==> config.mk <==
export PLATFORM = sky130hd
export DESIGN_NAME = vending_ctrl
export DESIGN_NICKNAME = d
export VERILOG_FILES = /design/src/rtl/vending_pkg.sv /design/src/rtl/vending_coin_decode.sv /design/src/rtl/vending_ctrl.sv
export SDC_FILE = /design/constraint.sdc
export NUM_CORES = 1
export LEC_CHECK = 0
export ABC_AREA = 1
export CAP_MARGIN = 20
export CELL_PAD_IN_SITES_DETAIL_PLACEMENT = 0
export CELL_PAD_IN_SITES_GLOBAL_PLACEMENT = 1
export CORE_MARGIN = 4
export CORE_UTILIZATION = 37
export DETAILED_ROUTE_END_ITERATION = 12
export HOLD_SLACK_MARGIN = 0.12
export PLACE_DENSITY_LB_ADDON = 0.1
export SYNTH_ARGS = -nofsm -noshare
export SYNTH_HDL_FRONTEND = slang
export SYNTH_SLANG_ARGS = --single-unit
==> constraint.sdc <==
create_clock -name clk -period 3 [get_ports clk]
set_input_delay 0.6 -clock clk [delete_from_list [all_inputs] [get_ports clk]]
set_output_delay 0.6 -clock clk [all_outputs]
set_load 0.005 [all_outputs]
==> src/rtl/vending_pkg.sv <==
// Shared types and constants for the coffee vending controller.
package vending_pkg;

    typedef enum logic [1:0] {
        S_IDLE     = 2'd0,
        S_COLLECT  = 2'd1,
        S_DISPENSE = 2'd2,
        S_CHANGE   = 2'd3
    } state_t;

    localparam logic [1:0] COIN_50  = 2'b00;
    localparam logic [1:0] COIN_100 = 2'b01;
    localparam logic [1:0] COIN_500 = 2'b10;
    localparam logic [1:0] COIN_BAD = 2'b11;

    // Coin values in 50-won units.
    localparam int UNIT_50  = 1;
    localparam int UNIT_100 = 2;
    localparam int UNIT_500 = 10;

endpackage

==> src/rtl/vending_coin_decode.sv <==
// Combinational coin decoder: coin code to unit value plus a validity flag.
module vending_coin_decode
    import vending_pkg::*;
#(
    parameter int W = 8
) (
    input  logic [1:0]   coin_code_i,
    output logic [W-1:0] value_o,
    output logic         is_valid_o
);

    always_comb begin
        value_o    = '0;
        is_valid_o = 1'b1;
        case (coin_code_i)
            COIN_50:  value_o = W'(UNIT_50);
            COIN_100: value_o = W'(UNIT_100);
            COIN_500: value_o = W'(UNIT_500);
            default:  is_valid_o = 1'b0;
        endcase
    end

endmodule

==> src/rtl/vending_ctrl.sv <==
// Vending controller: accumulates coin credit, dispenses one product per
// visit to DISPENSE and hands any remainder or refund to the change dispenser.
//
// state      | meaning
// S_IDLE     | no credit held
// S_COLLECT  | 0 < credit < PRICE, waiting for more coins or cancel
// S_DISPENSE | coffee_out pulse cycle, remainder computed on exit
// S_CHANGE   | change_amount offered, waiting for change_ack
module vending_ctrl
    import vending_pkg::*;
#(
    parameter int PRICE      = 4,
    parameter int MAX_CREDIT = 40,
    parameter int CREDIT_W   = 8
) (
    input  logic                clk,
    input  logic                reset,
    input  logic                coin_valid,
    input  logic [1:0]          coin_code,
    input  logic                cancel,
    input  logic                change_ack,
    output logic                coffee_out,
    output logic                coin_reject,
    output logic                change_valid,
    output logic [CREDIT_W-1:0] change_amount,
    output logic [CREDIT_W-1:0] credit,
    output logic                busy
);

    localparam logic [CREDIT_W:0]   PRICE_X = (CREDIT_W+1)'(PRICE);
    localparam logic [CREDIT_W:0]   MAX_X   = (CREDIT_W+1)'(MAX_CREDIT);
    localparam logic [CREDIT_W-1:0] PRICE_C = CREDIT_W'(PRICE);

    state_t              state_q;
    logic [CREDIT_W-1:0] credit_q;
    logic [CREDIT_W-1:0] change_amt_q;
    logic                coffee_q;
    logic                reject_q;
    logic                change_valid_q;
    logic                busy_q;

    logic [CREDIT_W-1:0] coin_value;
    logic                coin_ok;
    logic [CREDIT_W:0]   credit_sum_d;
    logic [CREDIT_W-1:0] remainder_d;
    logic                accept_d;

    vending_coin_decode #(.W(CREDIT_W)) u_decode (
        .coin_code_i (coin_code),
        .value_o     (coin_value),
        .is_valid_o  (coin_ok)
    );

    // One extra bit keeps the overflow compare free of wrap-around.
    assign credit_sum_d = {1'b0, credit_q} + {1'b0, coin_value};
    assign remainder_d  = credit_q - PRICE_C;
    assign accept_d     = coin_valid && coin_ok && !cancel && (credit_sum_d <= MAX_X);

    always_ff @(posedge clk or posedge reset) begin
        if (reset) begin
            state_q        <= S_IDLE;
            credit_q       <= '0;
            change_amt_q   <= '0;
            coffee_q       <= 1'b0;
            reject_q       <= 1'b0;
            change_valid_q <= 1'b0;
            busy_q         <= 1'b0;
        end else begin
            coffee_q <= 1'b0;
            reject_q <= 1'b0;
            case (state_q)
                S_IDLE, S_COLLECT: begin
                    if (cancel) begin
                        reject_q <= coin_valid;
                        if (state_q == S_COLLECT) begin
                            state_q        <= S_CHANGE;
                            change_valid_q <= 1'b1;
                            change_amt_q   <= credit_q;
                            busy_q         <= 1'b1;
                        end
                    end else if (accept_d) begin
                        credit_q <= credit_sum_d[CREDIT_W-1:0];
                        if (credit_sum_d >= PRICE_X) begin
                            state_q  <= S_DISPENSE;
                            coffee_q <= 1'b1;
                            busy_q   <= 1'b1;
                        end else begin
                            state_q <= S_COLLECT;
                        end
                    end else begin
                        reject_q <= coin_valid;
                    end
                end
                S_DISPENSE: begin
                    reject_q <= coin_valid;
                    credit_q <= remainder_d;
                    if (remainder_d != '0) begin
                        state_q        <= S_CHANGE;
                        change_valid_q <= 1'b1;
                        change_amt_q   <= remainder_d;
                    end else begin
                        state_q <= S_IDLE;
                        busy_q  <= 1'b0;
                    end
                end
                S_CHANGE: begin
                    reject_q <= coin_valid;
                    if (change_ack) begin
                        state_q        <= S_IDLE;
                        change_valid_q <= 1'b0;
                        change_amt_q   <= '0;
                        credit_q       <= '0;
                        busy_q         <= 1'b0;
                    end
                end
                default: state_q <= S_IDLE;
            endcase
        end
    end

    assign coffee_out    = coffee_q;
    assign coin_reject   = reject_q;
    assign change_valid  = change_valid_q;
    assign change_amount = change_amt_q;
    assign credit        = credit_q;
    assign busy          = busy_q;

endmodule

==> impl_metrics.json <==
{
  "cp-start-kind": "input pin",
  "n_fill_cell": 419,
  "synth.avg_cell_area_um2": 7.133,
  "hold_buffers": 0,
  "numPortBuffers": 26,
  "die_x_um": 72.23,
  "areaGrowthSynthToFinish_pct": 33.28,
  "final_util": 0.5086,
  "grt_max_degree": 23,
  "tightest_slew_ns": 0.8615,
  "preCtsSetupSlack_ns": -0.3398,
  "syn_nets": 230,
  "core_region_area_um2": 4000,
  "root_buffer": "clkbuf_8",
  "routabilityCongestion": 0.8255,
  "viasPerCell": 4.808,
  "numCtsBuffers": 3,
  "crit_path_end_kind": "flip-flop",
  "ant_nets": 0,
  "p_leak_nw": 1.041,
  "timing.final.crit_share": 0.8602,
  "die_h_um": 72.23,
  "start_util": 0.3816,
  "setup_tns_ns": 0,
  "num_rows": 23,
  "crit_fanout": 6,
  "power_mw": 2.002,
  "htree_levels": 1,
  "mostFrequentLayoutCell": "nand2_1",
  "layout_setup_ws_ns": 0.4193,
  "wl_per_cell_um": 12.63,
  "ys_ff_latch": 22,
  "fin_nets": 274,
  "status": "completed",
  "fin_cells": 307,
  "maxSlewHeadroom": 0.4250,
  "wirelength_mm": 3.878,
  "rsz0062_at_grt": "false",
  "worstPathArrival_ns": 2.74,
  "dpl.hpwl_mm": 2.964,
  "maxCapViolCount": 0,
  "drc_errors": 0,
  "finalSetupViolCount": 0,
  "grt_usage": 0.1578,
  "layout_common_cells": "nand2_1 (77), clkdlybuf4s50_1 (24), dfrtp_1 (22), inv_1 (21), nand3_1 (16)",
  "syn_inst": 214,
  "crit_type": "in -> reg",
  "min_period_ns": 2.581,
  "fin_skew_ns": 0.007760,
  "globalRouteOverflowTotal": 0,
  "max_freq_ghz": 0.3875,
  "syn-cell-area_um2": 1526,
  "grt_antenna_before_repair": 0,
  "ys_warn_count": 0,
  "hold_violations": 0,
  "cp.required_ns": 3.16,
  "vias": 1476,
  "io_pins": 27,
  "peakVddDrop_mv": 0.5335,
  "firstDrtPassIters": 4,
  "grt_pass1_wl_mm": 6.465,
  "diodes": 0,
  "maxSlewViolCount": 0,
  "holdCritPathClass": "reg -> reg",
  "cts_tree": "done",
  "dp_cells": 298,
  "cts.sinks": 22,
  "clk_path_buf_depth": 2,
  "drt_iter0_markers": 63,
  "dieArea_um2": 5217,
  "clock_latency_ns": 0.27,
  "power_density_nw_per_um2": 983.9,
  "clk_pin_slew_ns": 0.08,
  "yosysSeqAreaShare": 0.3607,
  "grt_pass1_vias": 1384,
  "layout-drive-gt1-share": 0.1634,
  "synth_cell_types": 27
}
==> timing repair <==
| action | 4_1_cts | 5_1_grt |
|---|---|---|
| resized for setup | 2 | 8 |
| buffers inserted | 1 | 3 |
| pin swaps | 2 | 5 |
| endpoints found under the setup margin | 7 | 13 |
| gates cloned | 1 | 0 |
==> registers in the layout, indices dropped and copies added (netlist names) <==
register,count
state_q,2
coffee_out,1
coin_reject,1
credit,8
change_amount,8
change_valid,1
busy,1
==> per-stage QoR <==
step                instance area [µm²]  hold WS [ns]
floorplan                          1526        0.4724
global placement                   1911        0.4637
detailed placement                 1911        0.4642
CTS                                1989        0.4868
global route                       2034        0.5045
finish                             2034        0.4830
==> report_power, final <==
group	internal, mW	leakage (nW)	switching [mW]
clock	0.117	0.0288	0.0994
sequential	0.414	0.282	0.158
combinational	0.551	0.730	0.662
==> final timing paths <==
path | start | to | slack (ns) | cells after the start
worst min register to register | change_amount[7] | change_amount[7] | 0.48 | 2
max in group asynchronous | reset | credit[1] | 1.66 | 2
min in group asynchronous | reset | change_amount[6] | 0.80 | 2
worst min-delay path | change_amount[7] | change_amount[7] | 0.48 | 2
worst max register to register | credit[0] | coin_reject | 0.57 | 12
worst max-delay path | coin_code[0] | coin_reject | 0.42 | 15
==> critical path, cell delays in order <==
cell	delay [ns]
dlymetal6s2s_1	0.11
inv_2	0.05
ha_1	0.19
ha_2	0.18
fa_1	0.48
or2_4	0.26
nor2_1	0.08
nand3_1	0.07
nor2_1	0.10
nand3_1	0.08
nand2_2	0.09
nand2_4	0.09
buf_4	0.16
o21ai_0	0.14
inv_1	0.05
==> metal layers <==
| layer | vias to the layer above | global-route usage | routed length (µm) |
|---|---|---|---|
| li1 | 775 | - | - |
| met1 | 668 | 0.2161 | 1877 |
| met2 | 27 | 0.2457 | 1800 |
| met3 | 6 | 0.04294 | 167 |
| met4 | 0 | 0.04175 | 33 |
| met5 | - | 0 | 0 |
==> area by class of cell <==
type | count | area (µm²) | area share
inverter | 26 | 100.1 | 0.04920
timing repair buffer | 41 | 377.9 | 0.1857
multi-input combinational | 164 | 888.4 | 0.4367
sequential | 22 | 550.5 | 0.2706
clock buffer | 4 | 55.05 | 0.02706
tap | 50 | 62.56 | 0.03075
==> synth_stat cells (all sizes together) <==
cell / number / area, µm²
nand4: 5 / 31.28
nor3: 4 / 30.03
o22ai: 2 / 12.51
nand3: 19 / 110.1
o21bai: 1 / 7.510
xor2: 3 / 26.28
inv: 26 / 100.1
xnor2: 1 / 8.760
ha: 8 / 100.1
nor4: 1 / 6.260
nand2: 84 / 330.3
a21oi: 2 / 21.27
buf: 3 / 21.27
o21ai: 18 / 90.08
or2: 3 / 18.77
fa: 1 / 20.02
dfrtp: 22 / 550.5
nor2: 11 / 41.29
==> cell families after synthesis <==
logic type                 synth area share
AOI/OAI and AO/OA                   0.08606
xor gates and xnor gates            0.02296
adders and majority gates           0.07869
buffers and inverters               0.07951
DFF                                  0.3607
and+or+nand+nor                      0.3721
No activity file was read; power rests on OpenSTA's default activity.
